[src/rtl/exec_seq_8bits.sv]
// Execute/write-back sequencer for the 8-register, 8-bit datapath.
// Each instruction takes four cycles: IDLE accept, READ, EXEC, then WB (or HALT).
module exec_seq_8bits (
  input  logic        clk,
  input  logic        rst,
  input  logic [15:0] instr,
  input  logic        instr_valid,
  output logic        instr_ready,
  input  logic [7:0]  rd1,
  input  logic [7:0]  rd2,
  output logic [2:0]  ra1,
  output logic [2:0]  ra2,
  output logic [2:0]  wa3,
  output logic [7:0]  wd3,
  output logic        we3,
  output logic        zf,
  output logic        cf,
  output logic        halted
);

  typedef enum logic [2:0] {StIdle, StRead, StExec, StWb, StHalt} state_e;

  state_e      state_q, state_d;
  logic [15:0] instr_q;
  logic [7:0]  result_q, result_d;
  logic        zf_q, zf_d;
  logic        cf_q, cf_d;
  logic [3:0]  op;
  logic [8:0]  sum, diff;

  assign op = instr_q[15:12];

  always_ff @(posedge clk) begin
    if (rst) begin
      state_q  <= StIdle;
      instr_q  <= 16'h0000;
      result_q <= 8'h00;
      zf_q     <= 1'b0;
      cf_q     <= 1'b0;
    end else begin
      state_q <= state_d;
      if (instr_valid && instr_ready) instr_q <= instr;
      if (state_q == StExec) begin
        result_q <= result_d;
        zf_q     <= zf_d;
        cf_q     <= cf_d;
      end
    end
  end

  always_comb begin
    state_d = state_q;
    unique case (state_q)
      StIdle:  if (instr_valid && instr_ready) state_d = StRead;
      StRead:  state_d = StExec;
      StExec:  state_d = (op == 4'hF) ? StHalt : StWb;
      StWb:    state_d = StIdle;
      StHalt:  state_d = StHalt;
      default: state_d = StIdle;
    endcase
  end

  // NOP, HALT and the unused codes keep both the result and the flags.
  always_comb begin
    sum      = {1'b0, rd1} + {1'b0, rd2};
    diff     = {1'b0, rd1} - {1'b0, rd2};
    result_d = result_q;
    zf_d     = zf_q;
    cf_d     = cf_q;
    case (op)
      4'h1: begin result_d = sum[7:0];          cf_d = sum[8];  end
      4'h2: begin result_d = diff[7:0];         cf_d = diff[8]; end
      4'h3: begin result_d = rd1 & rd2;         cf_d = 1'b0;    end
      4'h4: begin result_d = rd1 | rd2;         cf_d = 1'b0;    end
      4'h5: begin result_d = rd1 ^ rd2;         cf_d = 1'b0;    end
      4'h6: begin result_d = {rd1[6:0], 1'b0};  cf_d = rd1[7];  end
      4'h7: begin result_d = {1'b0, rd1[7:1]};  cf_d = rd1[0];  end
      4'h8: result_d = rd1;
      4'h9: result_d = instr_q[7:0];
      default: ;
    endcase
    if (op >= 4'h1 && op <= 4'h7) zf_d = (result_d == 8'h00);
  end

  assign instr_ready = (state_q == StIdle) && !rst;
  assign ra1         = instr_q[8:6];
  assign ra2         = instr_q[5:3];
  assign wa3         = instr_q[11:9];
  assign wd3         = result_q;
  assign zf          = zf_q;
  assign cf          = cf_q;
  assign halted      = (state_q == StHalt);
  // Register 0 is hard-wired: it is never written, but its flags still update.
  assign we3 = (state_q == StWb) && (op != 4'h0) && (op <= 4'h9) && (instr_q[11:9] != 3'd0);

endmodule

[config.mk]
export PLATFORM = sky130hd
export DESIGN_NAME = exec_seq_8bits
export DESIGN_NICKNAME = d
export VERILOG_FILES = /design/src/rtl/exec_seq_8bits.sv
export SDC_FILE = /design/constraint.sdc
export NUM_CORES = 1
export LEC_CHECK = 0
export CAP_MARGIN = 5
export CORE_MARGIN = 2
export CORE_UTILIZATION = 45
export CTS_BUF_LIST = sky130_fd_sc_hd__clkbuf_4 sky130_fd_sc_hd__clkbuf_8 sky130_fd_sc_hd__clkbuf_16
export DETAILED_ROUTE_END_ITERATION = 10
export PLACE_DENSITY = 0.71
export SYNTH_ARGS = -nofsm -noshare
export SYNTH_HDL_FRONTEND = slang
export SYNTH_SLANG_ARGS = --single-unit
[constraint.sdc]
create_clock -name clk -period 3.17 [get_ports clk]
set_input_delay 0.634 -clock clk [delete_from_list [all_inputs] [get_ports clk]]
set_output_delay 0.634 -clock clk [all_outputs]
set_load 0.02 [all_outputs]
* After elaboration in Yosys (flattened, before gate mapping) *
Index checks and enable logic that the tools add are counted.

word-level totals
  bits in registers = 29
  latch bits = 0
  output and inout bits = 22
  memories kept = 0
  bits in writable memories = 0
  bits in read-only memories = 0

cells by class
  $lt $le $gt $ge = 3
  divide/modulo/power cells = 0
  shift operators = 0
  muxes and demuxes = 5
  equal/unequal tests = 15
  bitwise gates (word level) = 3
  multiply operators = 0
  reduce and logical (&&, ||, !) cells = 15
  $add $sub $neg = 2

operator list
  kind                                                            number
  one-hot mux 8 bit (9 select lines)                              1
  equality test 4 x 3 -> 1 bit, second input constant             4
  equality test 4 bit, second input constant                      3
  one-hot mux 3 bit (4 select lines)                              1
  adder 8 x 8 -> 9 bit                                            1
  subtractor 8 x 8 -> 9 bit                                       1
  bitwise AND 8 bit                                               1
  equality test 4 x 2 -> 1 bit, second input constant             2
  logical NOT 8 bit                                               1
  bitwise OR 8 bit                                                1
  bitwise XOR 8 bit                                               1
  equality test 3 x 2 -> 1 bit, second input constant             2
  logical AND 1 bit                                               6
  2-to-1 mux 3 bit                                                2
  one-hot mux 1 bit (5 select lines)                              1
  nonzero test 5 bit                                              1
  equality test 4 x 1 -> 1 bit, second input constant             1
  >= comparator 4 x 1 -> 1 bit, second input constant             1
  less-or-equal comparator 4 x 3 -> 1 bit, second input constant  1
  less-or-equal comparator 4 bit, second input constant           1
  AND reduction 2 bit                                             2
  nonzero test 4 bit                                              1
  equality test 3 x 1 -> 1 bit, second input constant             1
  equality test 3 bit, second input constant                      1
  other kinds (5)                                                 5

* Logic depth before layout (Yosys ltp) *
Gate-level depths: netlist (run 1).

  depth after elaboration = 5
  gate-level depth with buffers = 11
  mapped depth without buffers = 11

* Worst setup path after synthesis (run 1) *
Ideal clock, no wire load.

  kind = input to register
  from = in rd1[0]
  to = reg zf_q (netlist: zf)
  slack = 528 ps
  stages = 11
  data arrival time = 2,555 ps
  required time = 3,083 ps
  cell sequence = inv_1 ha_1 inv_1 fa_1 mux2i_1 a2bb2oi_1 a211oi_1 a2111o_1 nor3_2 o2111ai_1 o31ai_1

on the way
  cells in the longest elaborated chain, start to end = 3
  elaborated cells on any way between the ends = 7
  classes of those cells = 2 x add/sub; 1 x mux; 3 x bitwise; 1 x reduce/logical

RTL lines
  element                                            line  text
  start, declared                                    9     input logic [7:0] rd1,
  subtractor 8 x 8 -> 9 bit (tied with other cells)  66    diff = {1'b0, rd1} - {1'b0, rd2};
  one-hot mux 8 bit (9 select lines) *               70    case (op)
  logical NOT 8 bit *                                82    if (op >= 4'h1 && op <= 4'h7) zf_d = (result_d == 8'h00);
  end signal, assigned                               45    zf_q <= zf_d;
  end, declared                                      26    logic zf_q, zf_d;

Mark *: on every way between the ends. The rest lies on a longest branch, timed or not.
A chain may end at the register's enable or synchronous reset.

* Worst setup path after layout (run 1) *
  from = in rd2[1]
  to = reg zf_q (netlist: zf)

on the way
  cells in the longest elaborated chain, start to end = 3
  elaborated cells on any way between the ends = 7
  classes of those cells = 2 x add/sub; 1 x mux; 3 x bitwise; 1 x reduce/logical

RTL lines
  element                                            line  text
  start, declared                                    10    input logic [7:0] rd2,
  subtractor 8 x 8 -> 9 bit (tied with other cells)  66
  one-hot mux 8 bit (9 select lines) *               70
  logical NOT 8 bit *                                82

Marked as above.

==> results list, run 1 <==
- For this block, the initial DRC count from the detailed router was 239.
* Vert. Die Dim: 86.1 um
* Relative contribution of the clock network to total power: 22.2%
* Placed cell count: 544
* Wire length of the first global-routing pass: 14700 um
- Kind of path behind the tightest hold check: reg -> reg
* Starting Density: 47.2%
* Number of buffers on the longest clock path: 2
* Leading cell types by count after synthesis: nand2_1, nor2_1, dfxtp_1, inv_1
* Die extent in x: 86.1 um
- 0 antenna diodes ended up in the layout.
- Type of the setup path with the least slack: in -> reg
- Final slew viol count: 0
* Share of post-route cells with drive strength above 1: 15.2%
* Congestion Overflow GR: 0
* Avg Cell Area, Syn: 7.49 um2
- Largest area contributor in the netlist: dfxtp_1
- After detailed routing, the number of remaining DRC violations is 0.
- STA classifies the critical path endpoint as a flop.
- Worst clock skew: 0.00562 ns
- Slew HR: 53.2%
- Max-cap check violation count: 0
- When the netlist entered floorplanning its net count stood at 466.
- Area inside the core boundary: 6420 um2
- Clk slew on worst S/H paths: 0.07 ns
* CTS Sinks: 29
* Gr usage total: 24.9%
- The number of global-route vias before repair is 3003.
* Share of flip-flops with an asynchronous set or reset after synthesis: 0%
* Count of standard-cell rows: 29
- Area share of the largest cell type after synthesis: 19.1%
- Net switching fraction of the power: 38.6%
- The wire-length estimate of the detail-placed layout is 6970 um.
- The net count of the finished layout is 535.
* Total negative slack: 0 ns
* Leakage Power: 1.65 nW
- Outcome: completed
* DR vias/cell: 5.86
* EDFF count, synth: 0
* Leading cell type by number of instances after synthesis: nand2_1
* Count of endpoints failing hold in the final timing report: 0
- Non-filler cells in the finished layout: 552
- Once the clock tree was built, the setup fixing pass inserted 0 buffers.
- Before antenna repair, the detailed router went through 7 iterations.
* Routed wire per std cell: 16.4 um
* Area added between synthesis and finish: 28.8%
- Unrepaired setup endpoints after global routing: false
- Pint: 848 uW
- Clock period minus worst slack: 3.03 ns
- Yosys printed 0 warnings.
* CP required: 3.38 ns
- Number of filler cells placed in the layout: 587
- The detail route stage leaves a number of antenna-violating nets equal to 0.
- Synthesized netlist cell count: 405
* Register area share after synthesis: 19.1%
- I/O Pins: 57
- Total wirelength of the detailed-routed design: 9060 um
- Number of setup violations in the final report: 0
* Reg area: 581 um2
- Die Outline Area: 7420 um2
* Part of the power in combinational logic: 46.5%
- Before CTS, the worst setup slack after placement is -0.235 ns.
- Once routing completed, OpenROAD measured the worst setup slack at 0.136 ns.
* Maximum net fanout on the critical path: 4
- After synthesis the cells add up to 3030 um2.
- The worst-case IR drop observed on VDD is 0.292 mV.
- At the worst endpoint, the arrival time is 3.24 ns.
- The share of total power dissipated in sequential elements is 31.4%.
- Slew at the pin closest to its max-slew limit: 0.700 ns
- In this run the clock root is driven by a clkbuf_8.
- By area the synthesized netlist is led by dfxtp_1, ha_1, nand2_1, nand3b_1, a21oi_1.
* Inserted Clock Buffers: 5
- The H-tree was split into 2 levels.
- Detailed routing inserted a total of 3233 vias.
- Weighted congestion reported at the end of routability-driven placement: 0.950
- In the synthesized netlist the dominant register cell turns out to be dfxtp_1.
* Total of flip-flops plus latches after synthesis: 29
- Post_cts resized: 0
* TritonCTS clock tree: yes
- Derived from the worst setup path, the maximum achievable clock frequency is 0.330 GHz.
- Number of antenna violations at the first check in global routing: 0
* Multi-input gate area in the final layout: 2140 um2
- Power spread over the standard cell area amounts to 353 nW/um2.
- Minimum hold slack: 0.468 ns
* Number of unique standard cell types used by synthesis: 74
* Pin count of the biggest net entering global routing: 30
- Hold repair after CTS inserted 0 buffers.
* Psw: 533 uW
* Port Buffers: 56
* Tcrit/Tclk final: 95.7%
- For the worst-skew pair, the clock arrives at the later sink with an insertion delay of 0.29 ns.
- STA classifies the critical path startpoint as an input pin.
==> per-stage QoR <==
step	power, mW	utilization [%]	cell area, um2
after floorplan	0.833	-	3030
after global placement	1.06	59.1	3800
after detailed placement	1.06	59.1	3800
after CTS	1.37	60.5	3880
after global routing	1.46	60.9	3910
final	1.38	60.9	3910
==> final cells by class <==
cell class | count | area share (%)
clock buffer | 5 | 1.76
inverter | 30 | 2.88
clock inverter | 3 | 0.448
multi-input combinational | 310 | 54.8
tap | 77 | 2.46
sequential | 29 | 14.9
timing repair buffer | 98 | 22.8
==> critical path: stages <==
cell and delay (ns):
clkdlybuf4s50_1 0.48, inv_1 0.11, ha_1 0.30, or2_1 0.25
a2111oi_1 0.42, buf_4 0.19, o22ai_1 0.09, a221o_1 0.37
nand2_1 0.12, nand2b_1 0.07, o31ai_1 0.21
==> layout by cell type (no fill, tap or decap), types with 3 or more instances in the layout <==
master	instances
dfxtp_1	29
o31ai_1	5
buf_4	41
clkdlybuf4s50_1	55
a31oi_1	8
ha_1	24
o211ai_1	3
nor2b_1	15
a22oi_1	6
nor4_1	4
o21ai_0	12
nand3b_1	18
inv_1	29
nand2_1	50
a22o_1	4
nor3_1	12
a221oi_1	3
mux2i_1	6
nand3_1	6
a211oi_1	5
nand2b_1	6
o22ai_1	5
clkbuf_8	5
a21oi_1	24
nor2_1	31
==> path summary, 6_finish.rpt <==
check	cells after the start	from	slack (ns)	to
max	11	rd2[1]	0.14	zf$_SDFFE_PP0P_
min	2	zf$_SDFFE_PP0P_	0.47	zf$_SDFFE_PP0P_
max reg2reg	7	instr_q[13]$_SDFFE_PP0P_	0.64	zf$_SDFFE_PP0P_
min reg2reg	2	zf$_SDFFE_PP0P_	0.47	zf$_SDFFE_PP0P_
==> sequential cells by signal, summed over array words and instances (netlist names) <==
name and cells:
zf 1, cf 1, instr_q 16, wd3 8, state_q 3
==> power groups by stage <==
stage	registers, mW	clock network, mW	logic, mW
finish	0.434	0.306	0.642
global route	0.438	0.328	0.697
CTS	0.432	0.316	0.625
detailed placement	0.440	0	0.621
global placement	0.439	0	0.621
floorplan	0.430	0	0.403
==> kinds of logic (layout without fill, tap and decap cells) <==
family | count (synthesis) | in the layout | synth area share (%)
fa+ha+maj | 26 | 26 | 11.2
buf+inv | 66 | 136 | 11.0
xor+xnor | 2 | 2 | 0.577
flops | 29 | 29 | 19.1
compound gates | 108 | 108 | 25.8
simple gates | 166 | 166 | 29.4
mux | 8 | 8 | 2.97
==> per-layer routing <==
metal | vias up | global-route usage (%) | part of all wire [%]
li1 | 1583 | - | -
met1 | 1495 | 34.2 | 45
met2 | 138 | 39.0 | 45
met3 | 17 | 4.81 | 7.3
met4 | 0 | 8.51 | 2.1
met5 | - | 0 | 0
Power figures use the tool's default switching activity.
==> inputs of run 2 (changes only) <==
--- a/config.mk
+++ b/config.mk
@@ -10,7 +10,8 @@
 export CORE_UTILIZATION = 45
 export CTS_BUF_LIST = sky130_fd_sc_hd__clkbuf_4 sky130_fd_sc_hd__clkbuf_8 sky130_fd_sc_hd__clkbuf_16
 export DETAILED_ROUTE_END_ITERATION = 10
-export PLACE_DENSITY = 0.71
+export PLACE_DENSITY = 0.67
+export SKIP_CTS_REPAIR_TIMING = 1
 export SYNTH_ARGS = -nofsm -noshare
 export SYNTH_HDL_FRONTEND = slang
 export SYNTH_SLANG_ARGS = --single-unit
==> run 2 against run 1 <==
Combinational power rose by 1%. Fmax increased by 1.1%. Hold slack gained 0.0084 ns. Routed wire length shrank 0.70%. Core utilization grew 0.12 points. Critical path depth stayed put. Clock-buffer cell count unchanged. Die area is the same. First-iteration DRC count down 5.9%. Setup slack gained 0.032 ns. Via count is essentially flat. Critical path type unchanged. Largest cell class unchanged. Highest routed layer unchanged.
==> results list, run 2 (synthesis gave the netlist of run 1 again) <==
- Via count of the first global-routing pass: 3096 (+3.1%)
- Die extent in x: 86.1 um (unchanged)
- The fraction of layout instances using a drive strength above 1 came to 16.2% (+1.1 points).
* Slowest-stage cell, CP: clkdlybuf4s50_1
- The highest ir drop seen on vdd was 0.340 mV (+17%).
- The remaining antenna violation count came to 0 (unchanged).
- The CTS sink count came to 29 (unchanged).
- Max-cap check violation count: 0 (unchanged)
- Area added between synthesis and finish: 29.1%
- The later-pin clock latency in the skew report was 0.28 ns (about the same).
* Upper clock frequency limit: 0.333 GHz (+1.1%)
- The routed length per instance is 16.3 um (-0.51%).
* Number of antenna violations at the first check in global routing: 0 (unchanged)
* Vert. Die Dim: 86.1 um (unchanged)
- The met3 routed wirelength was 517 um (-22%).
- TritonCTS built the clock tree.
- The sum of negative setup slack was 0 ns (unchanged).
- The number of cells in the design after placement came to 543 (-0.18%).
- The violation count after the first detailed-routing iteration came to 225 (-5.9%).
- The leakage power summed over all cells came to 1.65 nW (-0.21%).
- The wire length of the first global-routing pass came to 15000 um (+1.9%).
* Worst Path Arrival: 3.20 ns (-0.04 ns)
* Total inserted antenna cells: 0 (unchanged)
- Final net count: 534 (-0.19%)
* Type of the setup path with the least slack: in -> reg
- Gr usage total: 25.1% (+0.20 points)
- The top-level I/O count is 57 (unchanged).
- DR vias/cell: 5.87 (+0.21%)
- The post-CTS clock slew at the launch and capture registers of the worst setup and hold paths was 0.06 ns (about the same).
- Die Outline Area: 7420 um2 (unchanged)
- Starting Density: 47.2% (unchanged)
- Total power consumption of the routed design: 1.37 mW (-0.67%)
* Cell type group with the largest total delay on the critical path: compound AO/OA/AOI/OAI gates
- Count of endpoints failing hold in the final timing report: 0 (unchanged)
- The core area came to 6420 um2 (unchanged).
- Leaving out fill and tap cells, the most frequent cell in the layout is clkdlybuf4s50_1.
- Wl on met1: 4150 um (+0.97%)
- Final slew viol count: 0 (unchanged)
- Worst path buffer plus inverter count: 3 (unchanged)
- Post-detailed-route DRC marker count: 0 (unchanged)
- Number of filler cells placed in the layout: 609 (+3.7%)
- The maximum buffer depth of the clock tree came to 2 (unchanged).
- The flow ran to the end, and the final reports show no timing, DRC or antenna violations.
- The critical path required time came to 3.37 ns (about the same).
* Amount of wire on met2 after detailed routing: 4120 um (+0.71%)
- Max H-tree Level: 2 (unchanged)
- Non-filler cells in the finished layout: 551 (-0.18%)
- Highest metal layer with signal wires: met4
* Congestion Overflow GR: 0 (unchanged)
- Clock Tree Root: clkbuf_8
- Number of setup violations in the final report: 0 (unchanged)
- The worst slew margin relative to its limit was 50.7% (-2.5 points).
- The final-layout worst hold slack came to 0.476 ns (+0.00835 ns).
- The worst setup margin was 0.168 ns (+0.0322 ns).
* Maximum net fanout on the critical path: 4 (unchanged)
- The tightest min-delay check is of the reg -> reg type.
* Worst Setup End Kind: flop
- Highest-count cells in the layout ignoring fill and taps: clkdlybuf4s50_1, nand2_1, buf_4, nor2_1
- The setup skew after layout is 0.00441 ns (-0.00121 ns).
- Tcrit/Tclk final: 94.7% (-1.0 points)
* Startpoint class of the critical path: input pin
* Clock period minus worst slack: 3.00 ns (-0.0322 ns)
- DPL Wire Length: 6860 um (-1.6%)
- The clock buffer count from CTS is 5 (unchanged).
- The flip-flop count of the largest register after layout came to 16 (unchanged).
- The last weighted congestion value of the routability-driven placer is 0.993 (+4.6%).
- The worst-case setup slack after placement is -0.244 ns (-0.00910 ns).
* DR vias: 3234 (+0.031%)
* Pin count of the biggest net entering global routing: 30 (unchanged)
- instr_q holds more flip-flops than any other register.
- Delay of the slowest critical-path stage: 0.48 ns (about the same)
- The site row count was 29 (unchanged).
- The actual slew at the worst max-slew pin was 0.738 ns (+0.0379 ns).
- Worst-path cell chain: clkdlybuf4s50_1, inv_1, ha_1, or2_1, a2111oi_2, buf_4, o22ai_1, a221o_1, nand2_1, nand2b_1, o31ai_2
- The detailed-route wire length came to 9000 um (-0.70%).
* Unrepaired setup endpoints after global routing: false
- First-pass iteration count of the detailed router: 5 (-2)
- The power density over the cells was 350 nW/um2 (-0.86%).
- The quantity of I/O buffers inserted on ports came to 56 (unchanged).
[run 2: changes by cell type in the layout (fill, tap and decap cells not counted), sizes merged]
cell  previous run  this run
buf             42        41
[run 2: stage by stage]
| stage | instance area [um2] | util [%] |
|---|---|---|
| finish | 3920 | 61.0 |
| global route | 3920 | 61.0 |
| CTS | 3860 | 60.2 |
| detailed placement | 3780 | 58.8 |
| global placement | 3780 | 58.8 |
| floorplan | 3030 | - |
[run 2: worst min-delay path: stages, from the launching register on]
cell	delay, ns
dfxtp_1	0.32
nand2_1	0.06
a21oi_1	0.05
[run 2: final timing paths]
check             slack (ns)                   to                      from  cells after the start
setup / recovery        0.17      zf$_SDFFE_PP0P_                    rd2[1]                     11
hold / removal          0.48  wd3[0]$_SDFFE_PP0N_       wd3[0]$_SDFFE_PP0N_                      2
setup reg to reg        0.59      zf$_SDFFE_PP0P_  instr_q[15]$_SDFFE_PP0P_                      8
hold reg to reg         0.48  wd3[0]$_SDFFE_PP0N_       wd3[0]$_SDFFE_PP0N_                      2
[run 2: layout make-up]
type | count | area, um2 | area share (%)
Tap cell | 77 | 96.3 | 2.46
Multi-Input combinational cell | 310 | 2170 | 55.4
Clock inverter | 3 | 17.5 | 0.447
Clock buffer | 5 | 68.8 | 1.76
Inverter | 30 | 113 | 2.88
Sequential cell | 29 | 581 | 14.8
Timing Repair Buffer | 97 | 871 | 22.2
[run 2: where the power goes]
group	internal, mW	total (mW)	switching (mW)	leakage [nW]
Clock	0.151	0.298	0.147	0.0439
Sequential	0.394	0.424	0.0302	0.237
Combinational	0.300	0.650	0.349	1.36
Total	0.846	1.37	0.527	1.65
[run 2: layer usage]
metal	vias up	global-route usage (%)
li1	1571	-
met1	1525	35.4
met2	121	39.3
met3	17	4.33
met4	0	7.22
met5	-	0
==> RTL change: new RTL, config.mk and constraints of run 2 <==
Encoding of `state_e`: now one-hot (5 bits for 5 states).
--- a/src/rtl/exec_seq_8bits.sv
+++ b/src/rtl/exec_seq_8bits.sv
@@ -20,3 +20,3 @@
 
-  typedef enum logic [2:0] {StIdle, StRead, StExec, StWb, StHalt} state_e;
+  typedef enum logic [4:0] {StIdle = 5'b00001, StRead = 5'b00010, StExec = 5'b00100, StWb = 5'b01000, StHalt = 5'b10000} state_e;
 
Function: no difference found for any inputs over 10 cycles, from zero or initial values and one cycle with rst high; not proved beyond that.
==> RTL change against run 2 <==
Utilization rose by 0.20 points. Synthesized area up 0.33%. First-iteration DRC count increased by 26%. Critical path depth is 2 higher. Non-clock buffer count rose by 5. Total power up 1.8%. Routed wire length rose by 1.5%. Combinational power fell by 6.2%. Setup slack got worse by 26 ps. Critical endpoint unchanged. Final area rose by 0.89%. Critical path type unchanged. Sequential cell count up 2.
==> RTL change: results (changes against run 2) <==
status = finished clean
area delta synth->final = 29.8%
most instantiated cells after synthesis = 37 x nor2_1, 32 x o21ai_0, 31 x dfxtp_1
clock skew = 9.87 ps (+5.46 ps)
Top delay family on crit path = buffers and inverters
maximum VDD drop = 0.297 mV (-13%)
Post-DP HPWL = 6780 µm (-1.2%)
R2R setup slack = 670 ps (+80 ps)
post-synthesis sequential area ratio = 20.4% (+1.3 points)
first-pass GRT wire length = 15300 µm (+1.7%)
Initial DRT Pass Iterations = 5 (unchanged)
Final Net Count = 531 (-0.56%)
routed wire length = 9140 µm (+1.5%)
main area contributors after synthesis = dfxtp_1 20%, ha_1 9.9%, o21ai_0 5.3%
Slew HR = 67.1% (+16 points)
Clock Tree Buf Depth = 2 (unchanged)
crit-path max FO = 3 (-1)
GP Congestion = 0.885 (-11%)
biggest cell delay along the critical path = 460 ps (-20 ps)
Cell variety after synth = 64 (-14%)
via/cell ratio = 5.90 (+0.55%)
Syn Nets = 461 (-1.1%)
crit path DAT = 3250 ps (+50 ps)
Peak Freq = 330 MHz (-0.87%)
H-tree depth = 2 (unchanged)
Leak = 1.60 nW (-2.6%)
crit path launch = rd1[0]
share of cells above drive strength 1 = 14.6% (-1.6 points)
PortBufs = 56 (unchanged)
vias in the first global route = 3052 (-1.4%)
Iteration-0 DRC Markers = 283 (+26%)
FF-to-FF Start = instr_q[12]
pre-CTS setup slack = -202 ps (+42.3 ps)
largest net degree at the start of global routing = 42 (+40%)
overall global routing resource usage = 25.6% (+0.46 points)
Num CTS Buffers = 5 (unchanged)
Synth warnings = 0 (unchanged)
# fillers = 596 (-2.1%)
slowest library cell on the worst path = clkdlybuf4s50_1
RTL change: where the power goes:
| part | total, mW | switching, mW | internal [mW] |
|---|---|---|---|
| registers | 0.441 | 0.0275 | 0.413 |
| clock network | 0.346 | 0.149 | 0.197 |
| logic | 0.610 | 0.321 | 0.289 |
RTL change: kinds of logic after synthesis:
logic type      count (synthesis)  share of synthesized area, %
simple gates                  135                          23.4
buf+inv                        64                          10.4
fa+ha+maj                      26                          11.2
mux                            19                          6.58
xor+xnor                        5                          1.44
compound gates                120                          26.6
flops                          31                          20.4
RTL change: worst min path at each step:
stage | startpoint | end | slack [ps]
6_report | instr_q[2] | instr_q[2] | 480
5_1_grt | instr_q[8] | instr_q[8] | 510
4_1_cts | instr_q[0] | instr_q[0] | 490
3_5_place_dp | instr_q[0] | instr_q[0] | 470
3_3_place_gp | instr_q[8] | instr_q[8] | 470
2_1_floorplan | instr_q[0] | instr_q[0] | 450
RTL change: stage by stage:
stage	cell area [µm²]	utilization, %	setup TNS (ps)	power, mW	cells
6_report	3950	61.2	0	1.40	548
5_1_grt	3950	61.2	0	1.49	548
4_1_cts	3930	60.8	0	1.39	548
3_5_place_dp	3820	59.2	-255	1.04	540
3_3_place_gp	3820	59.2	-185	1.03	540
2_1_floorplan	3040	-	0	0.829	400
RTL change: layer usage:
layer | wire [µm] | track usage (%) | up-vias
met5 | 0 | 0 | -
li1 | - | - | 1563
met2 | 4090 | 39.3 | 157
met1 | 4160 | 36.5 | 1500
met3 | 700 | 3.43 | 14
met4 | 182 | 9.66 | 0
RTL change: worst register-to-register path: stages, from the launching register on:
cell	delay [ps]
dfxtp_1	600
buf_4	340
nor2b_1	400
nand2_1	100
o311a_1	130
a211oi_1	240
a31oi_2	170
nor4b_2	300
a31o_1	170
RTL change: layout make-up:
class	count	area, µm²	share of cell area (%)
multi-input combinational	305	2130	53.9
inverter	25	93.8	2.37
clock inverter	1	7.51	0.190
timing repair buffer	102	906	22.9
clock buffer	7	96.3	2.44
tap	77	96.3	2.44
sequential	31	621	15.7
